==> src/rtl/uart_pkg.sv <==
// Shared UART definitions: TX state encoding, idle line level and a baud divisor helper.
// No ports; imported by the TX serializer and the baud counter.
package uart_pkg;

    typedef enum logic [2:0] {
        IDLE   = 3'd0,
        START  = 3'd1,
        DATA   = 3'd2,
        PARITY = 3'd3,
        STOP   = 3'd4
    } uart_tx_state_e;

    localparam logic UART_IDLE_LEVEL = 1'b1;

    // Rounded divisor from system clock to bit period.
    function automatic int unsigned clks_per_bit(
        input int unsigned clk_hz,
        input int unsigned baud
    );
        return (clk_hz + baud / 2) / baud;
    endfunction

endpackage

==> src/rtl/uart_word_tx_if.sv <==
// Word handshake between the host TX FIFO pop side (master) and the serializer (slave).
// Signals: i_valid, i_data[DATA_WIDTH], i_ready.
interface uart_word_tx_if #(
    parameter int DATA_WIDTH = 32
);
    logic                  i_valid;
    logic [DATA_WIDTH-1:0] i_data;
    logic                  i_ready;

    modport master (output i_valid, output i_data, input i_ready);
    modport slave  (input i_valid, input i_data, output i_ready);
endinterface

==> src/rtl/uart_baud_counter.sv <==
// Bit timer: counts 0..CLKS_PER_BIT-1, bit_end high on the last cycle of each bit.
// Ports: sys_clk, rst (async high), restart (hold at 0), bit_end.
module uart_baud_counter
    import uart_pkg::*;
#(
    parameter int CLKS_PER_BIT = 434
) (
    input  logic sys_clk,
    input  logic rst,
    input  logic restart,
    output logic bit_end
);
    localparam int CNT_W = (CLKS_PER_BIT > 2) ? $clog2(CLKS_PER_BIT) : 1;

    logic [CNT_W-1:0] cnt_q, cnt_d;

    assign bit_end = (cnt_q == CNT_W'(CLKS_PER_BIT - 1));

    always_comb begin
        cnt_d = cnt_q + 1'b1;
        if (restart || bit_end) cnt_d = '0;
    end

    always_ff @(posedge sys_clk or posedge rst) begin
        if (rst) cnt_q <= '0;
        else     cnt_q <= cnt_d;
    end
endmodule

==> src/rtl/uart_word_tx.sv <==
// UART word serializer: start(0), data LSB first, optional even parity, stop bit(s).
// Ports: sys_clk, rst (async high), bus (slave: i_valid/i_data/i_ready),
//   tx (registered, idle high), o_busy (not IDLE), o_done (last cycle of final stop bit).
// Config macro UART_TX_HOLD_EN: one-entry holding register, frames chain with no idle gap.
module uart_word_tx
    import uart_pkg::*;
#(
    parameter int DATA_WIDTH   = 32,
    parameter int PARITY_BIT   = 1,
    parameter int STOP_BITS    = 1,
    parameter int CLKS_PER_BIT = 434
) (
    input  logic                sys_clk,
    input  logic                rst,
    uart_word_tx_if.slave       bus,
    output logic                tx,
    output logic                o_busy,
    output logic                o_done
);
    localparam logic [2:0] S_IDLE   = IDLE;
    localparam logic [2:0] S_START  = START;
    localparam logic [2:0] S_DATA   = DATA;
    localparam logic [2:0] S_PARITY = PARITY;
    localparam logic [2:0] S_STOP   = STOP;

    localparam int IDX_W = (DATA_WIDTH > 2) ? $clog2(DATA_WIDTH) : 2;

    logic [2:0]            state_q, state_d;
    logic [DATA_WIDTH-1:0] shift_q, shift_d;
    logic [IDX_W-1:0]      idx_q, idx_d;
    logic                  par_q, par_d;
    logic                  tx_q, tx_d;

    logic                  bit_end;
    logic                  xfer;
    logic                  final_stop;
    logic                  load_en;
    logic [DATA_WIDTH-1:0] load_word;

    uart_baud_counter #(
        .CLKS_PER_BIT(CLKS_PER_BIT)
    ) u_baud (
        .sys_clk (sys_clk),
        .rst     (rst),
        .restart (state_q == S_IDLE),
        .bit_end (bit_end)
    );

`ifdef UART_TX_HOLD_EN
    logic                  hold_full_q, hold_full_d;
    logic [DATA_WIDTH-1:0] hold_q, hold_d;

    assign bus.i_ready = !hold_full_q;
`else
    assign bus.i_ready = (state_q == S_IDLE);
`endif

    assign xfer       = bus.i_valid && bus.i_ready;
    assign final_stop = (state_q == S_STOP) && bit_end
                        && (idx_q == IDX_W'(STOP_BITS - 1));
    assign tx         = tx_q;
    assign o_busy     = (state_q != S_IDLE);
    assign o_done     = final_stop;

    always_comb begin
        state_d   = state_q;
        shift_d   = shift_q;
        idx_d     = idx_q;
        par_d     = par_q;
        load_en   = (state_q == S_IDLE) && xfer;
        load_word = bus.i_data;
`ifdef UART_TX_HOLD_EN
        hold_full_d = hold_full_q;
        hold_d      = hold_q;
        // A queued word wins the final stop cycle; otherwise a word
        // arriving then bypasses the holding register entirely.
        if (final_stop) begin
            if (hold_full_q) begin
                load_en     = 1'b1;
                load_word   = hold_q;
                hold_full_d = 1'b0;
            end else if (xfer) begin
                load_en = 1'b1;
            end
        end else if (xfer && state_q != S_IDLE) begin
            hold_d      = bus.i_data;
            hold_full_d = 1'b1;
        end
`endif
        unique case (state_q)
            S_IDLE: ;
            S_START: begin
                if (bit_end) state_d = S_DATA;
            end
            S_DATA: begin
                if (bit_end) begin
                    if (idx_q == IDX_W'(DATA_WIDTH - 1)) begin
                        idx_d   = '0;
                        state_d = (PARITY_BIT != 0) ? S_PARITY : S_STOP;
                    end else begin
                        idx_d   = idx_q + 1'b1;
                        shift_d = shift_q >> 1;
                    end
                end
            end
            S_PARITY: begin
                if (bit_end) state_d = S_STOP;
            end
            S_STOP: begin
                if (final_stop)   state_d = S_IDLE;
                else if (bit_end) idx_d   = idx_q + 1'b1;
            end
            default: state_d = S_IDLE;
        endcase
        if (load_en) begin
            state_d = S_START;
            shift_d = load_word;
            par_d   = ^load_word;
            idx_d   = '0;
        end
        // tx is registered, so it follows the state being entered.
        unique case (state_d)
            S_START:  tx_d = 1'b0;
            S_DATA:   tx_d = shift_d[0];
            S_PARITY: tx_d = par_d;
            default:  tx_d = UART_IDLE_LEVEL;
        endcase
    end

    always_ff @(posedge sys_clk or posedge rst) begin
        if (rst) begin
            state_q <= S_IDLE;
            shift_q <= '0;
            idx_q   <= '0;
            par_q   <= 1'b0;
            tx_q    <= UART_IDLE_LEVEL;
        end else begin
            state_q <= state_d;
            shift_q <= shift_d;
            idx_q   <= idx_d;
            par_q   <= par_d;
            tx_q    <= tx_d;
        end
    end

`ifdef UART_TX_HOLD_EN
    always_ff @(posedge sys_clk or posedge rst) begin
        if (rst) begin
            hold_full_q <= 1'b0;
            hold_q      <= '0;
        end else begin
            hold_full_q <= hold_full_d;
            hold_q      <= hold_d;
        end
    end
`endif
endmodule

==> src/flat_wrapper.sv <==
// flat-port wrapper written by rule: the top's interface ports become plain ports
module uart_word_tx_flat import uart_pkg::*;
#(
    parameter int DATA_WIDTH   = 32,
    parameter int PARITY_BIT   = 1,
    parameter int STOP_BITS    = 1,
    parameter int CLKS_PER_BIT = 434
)
  (sys_clk, rst, tx, o_busy, o_done, bus_i_valid, bus_i_data, bus_i_ready);
  uart_word_tx_if #(.DATA_WIDTH(DATA_WIDTH)) bus_i ();
  input  logic sys_clk;
  input  logic rst;
  output logic tx;
  output logic o_busy;
  output logic o_done;
  input wire logic [$bits(bus_i.i_valid)-1:0] bus_i_valid;
  input wire logic [$bits(bus_i.i_data)-1:0] bus_i_data;
  output wire logic [$bits(bus_i.i_ready)-1:0] bus_i_ready;
  assign bus_i.i_valid = bus_i_valid;
  assign bus_i.i_data = bus_i_data;
  assign bus_i_ready = bus_i.i_ready;
  uart_word_tx #(.DATA_WIDTH(DATA_WIDTH), .PARITY_BIT(PARITY_BIT), .STOP_BITS(STOP_BITS), .CLKS_PER_BIT(CLKS_PER_BIT)) u_core (.sys_clk(sys_clk), .rst(rst), .bus(bus_i), .tx(tx), .o_busy(o_busy), .o_done(o_done));
endmodule
==> config.mk <==
export PLATFORM = sky130hd
export DESIGN_NAME = uart_word_tx_flat
export DESIGN_NICKNAME = d
export VERILOG_FILES = /design/src/rtl/uart_pkg.sv /design/src/rtl/uart_word_tx_if.sv /design/src/rtl/uart_baud_counter.sv /design/src/rtl/uart_word_tx.sv /design/src/flat_wrapper.sv
export SDC_FILE = /design/constraint.sdc
export NUM_CORES = 1
export LEC_CHECK = 0
export ABC_AREA = 1
export BUFFER_PORTS_ARGS = -buffer_cell sky130_fd_sc_hd__buf_2
export CAP_MARGIN = 5
export CORE_UTILIZATION = 55
export CTS_CLUSTER_SIZE = 10
export DETAILED_ROUTE_END_ITERATION = 10
export PLACE_DENSITY_LB_ADDON = 0.05
export RECOVER_POWER = 100
export SYNTH_ARGS = -nofsm -noshare
export SYNTH_HDL_FRONTEND = slang
export SYNTH_SLANG_ARGS = --single-unit
==> constraint.sdc <==
create_clock -name sys_clk -period 2 [get_ports sys_clk]
set_input_delay 0.1 -clock sys_clk [delete_from_list [all_inputs] [get_ports sys_clk]]
set_output_delay 0.1 -clock sys_clk [all_outputs]
set_load 0.1 [all_outputs]
==> metrics.csv <==
metric,value,unit
slowest_stage,dfrtp_1,
cts_tree,built,
chipHeight,80.3,um
crit_chain,nor2_1 > inv_1 > nor2_1 > nand4_1 > nor2_4 > buf_12,
drt-pass1-iter-count,4,
synth.mux.area_fraction,0,%
h-tree-depth,2,
cts_sinks,51,
tightest_slew,0.814,ns
status,"finished, final reports clean",
crit_required,1.90,ns
ys.flop_type,dfrtp_1,
grt_start_max_net_pins,72,
nFillCells,541,
antenna_found_initial,0,
finalClockSkew,0.00624,ns
synth_fa_ha_area_share,1.86,%
clk_pin_slew,0.09,ns
fin_crit,1.88,ns
root_buffer,clkbuf_8,
fp.dieW,80.3,um
synth_area,0.00337,sq mm
synthSimpleGateAreaFrac,40.9,%
fin_nets,582,
via_count,3203,
port_buffers,38,
dr.max_layer_used,met4,
setup_viol,0,
drt_first_iter_violations,174,
grt_pass1_wl,12300,um
wl_met2,3490,um
wl_met3,156,um
ys_ff_latch,51,
critical_path.endpoint_type,primary output,
hp-class,in -> reg,
rsz0062_at_grt,false,
final_util,63.7,%
clock_path_buffers,2,
worstSetupPathType,reg -> out,
area_delta_synth_final,11.9,%
drt-vias-per-instance,5.18,
max_stage_delay,0.43,ns
routedWlPerCell,11.4,um
coreArea,0.00592,sq mm
p_per_area,500,mW/mm^2
dp_hpwl,5440,um
drive_above_1_share,12.2,%
std_cell_rows,28,
cts_buffers,5,
drtAntennaViolNets,0,
ir_drop,291,uV
synth_edf_count,0,
post_cts_buffers,0,
path_delay_family,simple AND/OR/NAND/NOR gates,
synthDistinctLibCells,31,
max_slew_margin,45.7,%
pre_cts_ws,0.170,ns
postLayoutCellArea,0.00377,sq mm
fmaxAchievable,531,MHz
drc,0,
ys_warn_count,0,
layout_setup_ws,0.116,ns
die_area,0.00645,sq mm
crit_fanout,5,
grt_overflow,0,
grt.total_usage,24.4,%
synth_cells,504,
postPlaceCellArea,0.00370,sq mm
ys_seq_area_share,37.9,%
cp-start-kind,flop,
wirelength,7060,um
start_util,56.9,%
finalMaxSlewViolations,0,
leakagePower,0.00206,uW
async_reset_ff_share,100,%
syn-num-nets,544,
met1_length,3330,um
crit_arrival,1.78,ns
pin_count,39,
n_antenna_cell,0,
syn_area_per_cell,6.69,sq um
max-cap-violations,0,
grt_pass1_vias,2924,
clk_latency,0.31,ns
period_share,94.2,%
gp_congestion,0.822,
cpMostUsedCell,nor2_1,
hold_viol,0,
synth_xor_xnor_area_share,0.260,%
synth_top_family_by_area,simple AND/OR/NAND/NOR gates,
crit_buf_inv,2,
synth_compound_area_share,8.87,%
layer usage:
| metal | up-vias | global-route usage (%) |
|---|---|---|
| met4 | 0 | 7.68 |
| met2 | 37 | 44.4 |
| met1 | 1459 | 28.9 |
| li1 | 1698 | - |
| met3 | 9 | 4.09 |
| met5 | - | 0 |
report_power, final:
| part | switching (uW) | leakage (uW) | internal [uW] |
|---|---|---|---|
| logic | 179 | 0.00132 | 93.2 |
| clock network | 343 | 0.0000477 | 240 |
| registers | 0 | 0.000689 | 1030 |
cell usage in the layout (no fill, tap or decap), types with 2 or more instances in the layout:
cell type / synthesis / final
clkbuf_2: 0 / 3
nand4_1: 2 / 2
a21oi_1: 9 / 9
dfrtp_1: 50 / 50
clkinv_2: 0 / 3
buf_6: 2 / 2
nor2_4: 0 / 2
nor3_1: 9 / 9
buf_12: 0 / 3
clkbuf_8: 0 / 5
ha_1: 5 / 5
nor2_1: 22 / 20
inv_2: 2 / 2
nor3b_1: 3 / 3
nand2_1: 198 / 200
nand2_2: 4 / 2
buf_2: 11 / 34
nor3_2: 1 / 2
o21ai_0: 4 / 4
nand3_1: 73 / 73
o211ai_1: 27 / 27
inv_1: 66 / 65
buf_4: 0 / 3
o221ai_1: 2 / 2
flip-flops by register name, summed over array words and instances, names as in the netlist:
signal	cells
u_core.state_q	3
u_core.tx	1
u_core.shift_q	32
u_core.par_q	1
u_core.idx_q	5
u_core.u_baud.cnt_q	9
metrics by stage:
step	hold slack, ns	setup TNS (ns)	total power, uW	cells
after floorplan	0.220	-2.61	1230	504
after global placement	0.129	0	1310	609
after detailed placement	0.132	0	1320	609
after CTS	0.0781	0	1900	618
after global routing	0.0960	0	1990	618
final	0.0846	0	1890	618
final timing paths:
check / slack, ns / from / to / cells after the start
max in group asynchronous: 0.86 / rst / u_core.shift_q[6] / 4
worst max-delay path: 0.12 / u_core.state_q[0] / o_done / 6
worst max register to register: 0.16 / u_core.u_baud.cnt_q[1] / u_core.shift_q[29] / 9
min in group asynchronous: 0.50 / rst / u_core.u_baud.cnt_q[4] / 3
worst min-delay path: 0.08 / bus_i_data[25] / u_core.shift_q[25] / 3
worst min register to register: 0.49 / u_core.u_baud.cnt_q[0] / u_core.u_baud.cnt_q[0] / 1
cell families (layout without fill, tap and decap cells):
logic type / Yosys count / count (layout)
buffers and inverters: 84 / 123
flip-flops: 51 / 51
AND/OR/NAND/NOR: 319 / 319
adder cells (fa/ha/maj): 5 / 5
XOR/XNOR: 1 / 1
AO/OA/AOI/OAI: 44 / 44
Yosys cell counts (2+ instances only):
library cell	instances	share of area [%]
inv_2	2	0.22
buf_6	2	0.67
nor3_1	9	1.3
buf_2	11	1.6
o211ai_1	27	6.0
nand2_2	4	0.74
dfrtp_1	50	37
o221ai_1	2	0.52
nor3b_1	3	0.67
a21oi_1	9	1.3
inv_1	66	7.3
nand4_1	2	0.37
ha_1	5	1.9
nor2_1	22	2.4
nand3_1	73	11
o21ai_0	4	0.59
nand2_1	198	22
buf_1	2	0.22
repair_timing:
item	in CTS	in global routing
endpoints found under the hold margin	18	0
endpoints found under the setup margin	0	3
hold buffers	1	0
resized for setup	0	1
area by class of cell:
cell class	count	area (sq um)	area share [%]
inverter	68	259	6.87
sequential	51	1280	33.9
clock inverter	3	15.0	0.398
clock buffer	5	68.8	1.82
multi-input combinational	369	1750	46.5
timing repair buffer	47	304	8.06
tap	75	93.8	2.49
worst register-to-register path: stages, from the launching register on:
cell,delay (ns)
dfrtp_1,0.41
inv_1,0.06
ha_1,0.13
inv_1,0.07
nor4_4,0.19
nand2_2,0.16
nor3_2,0.32
buf_4,0.24
nand3_1,0.09
o211ai_1,0.10
No activity file was read; power rests on OpenSTA's default activity.
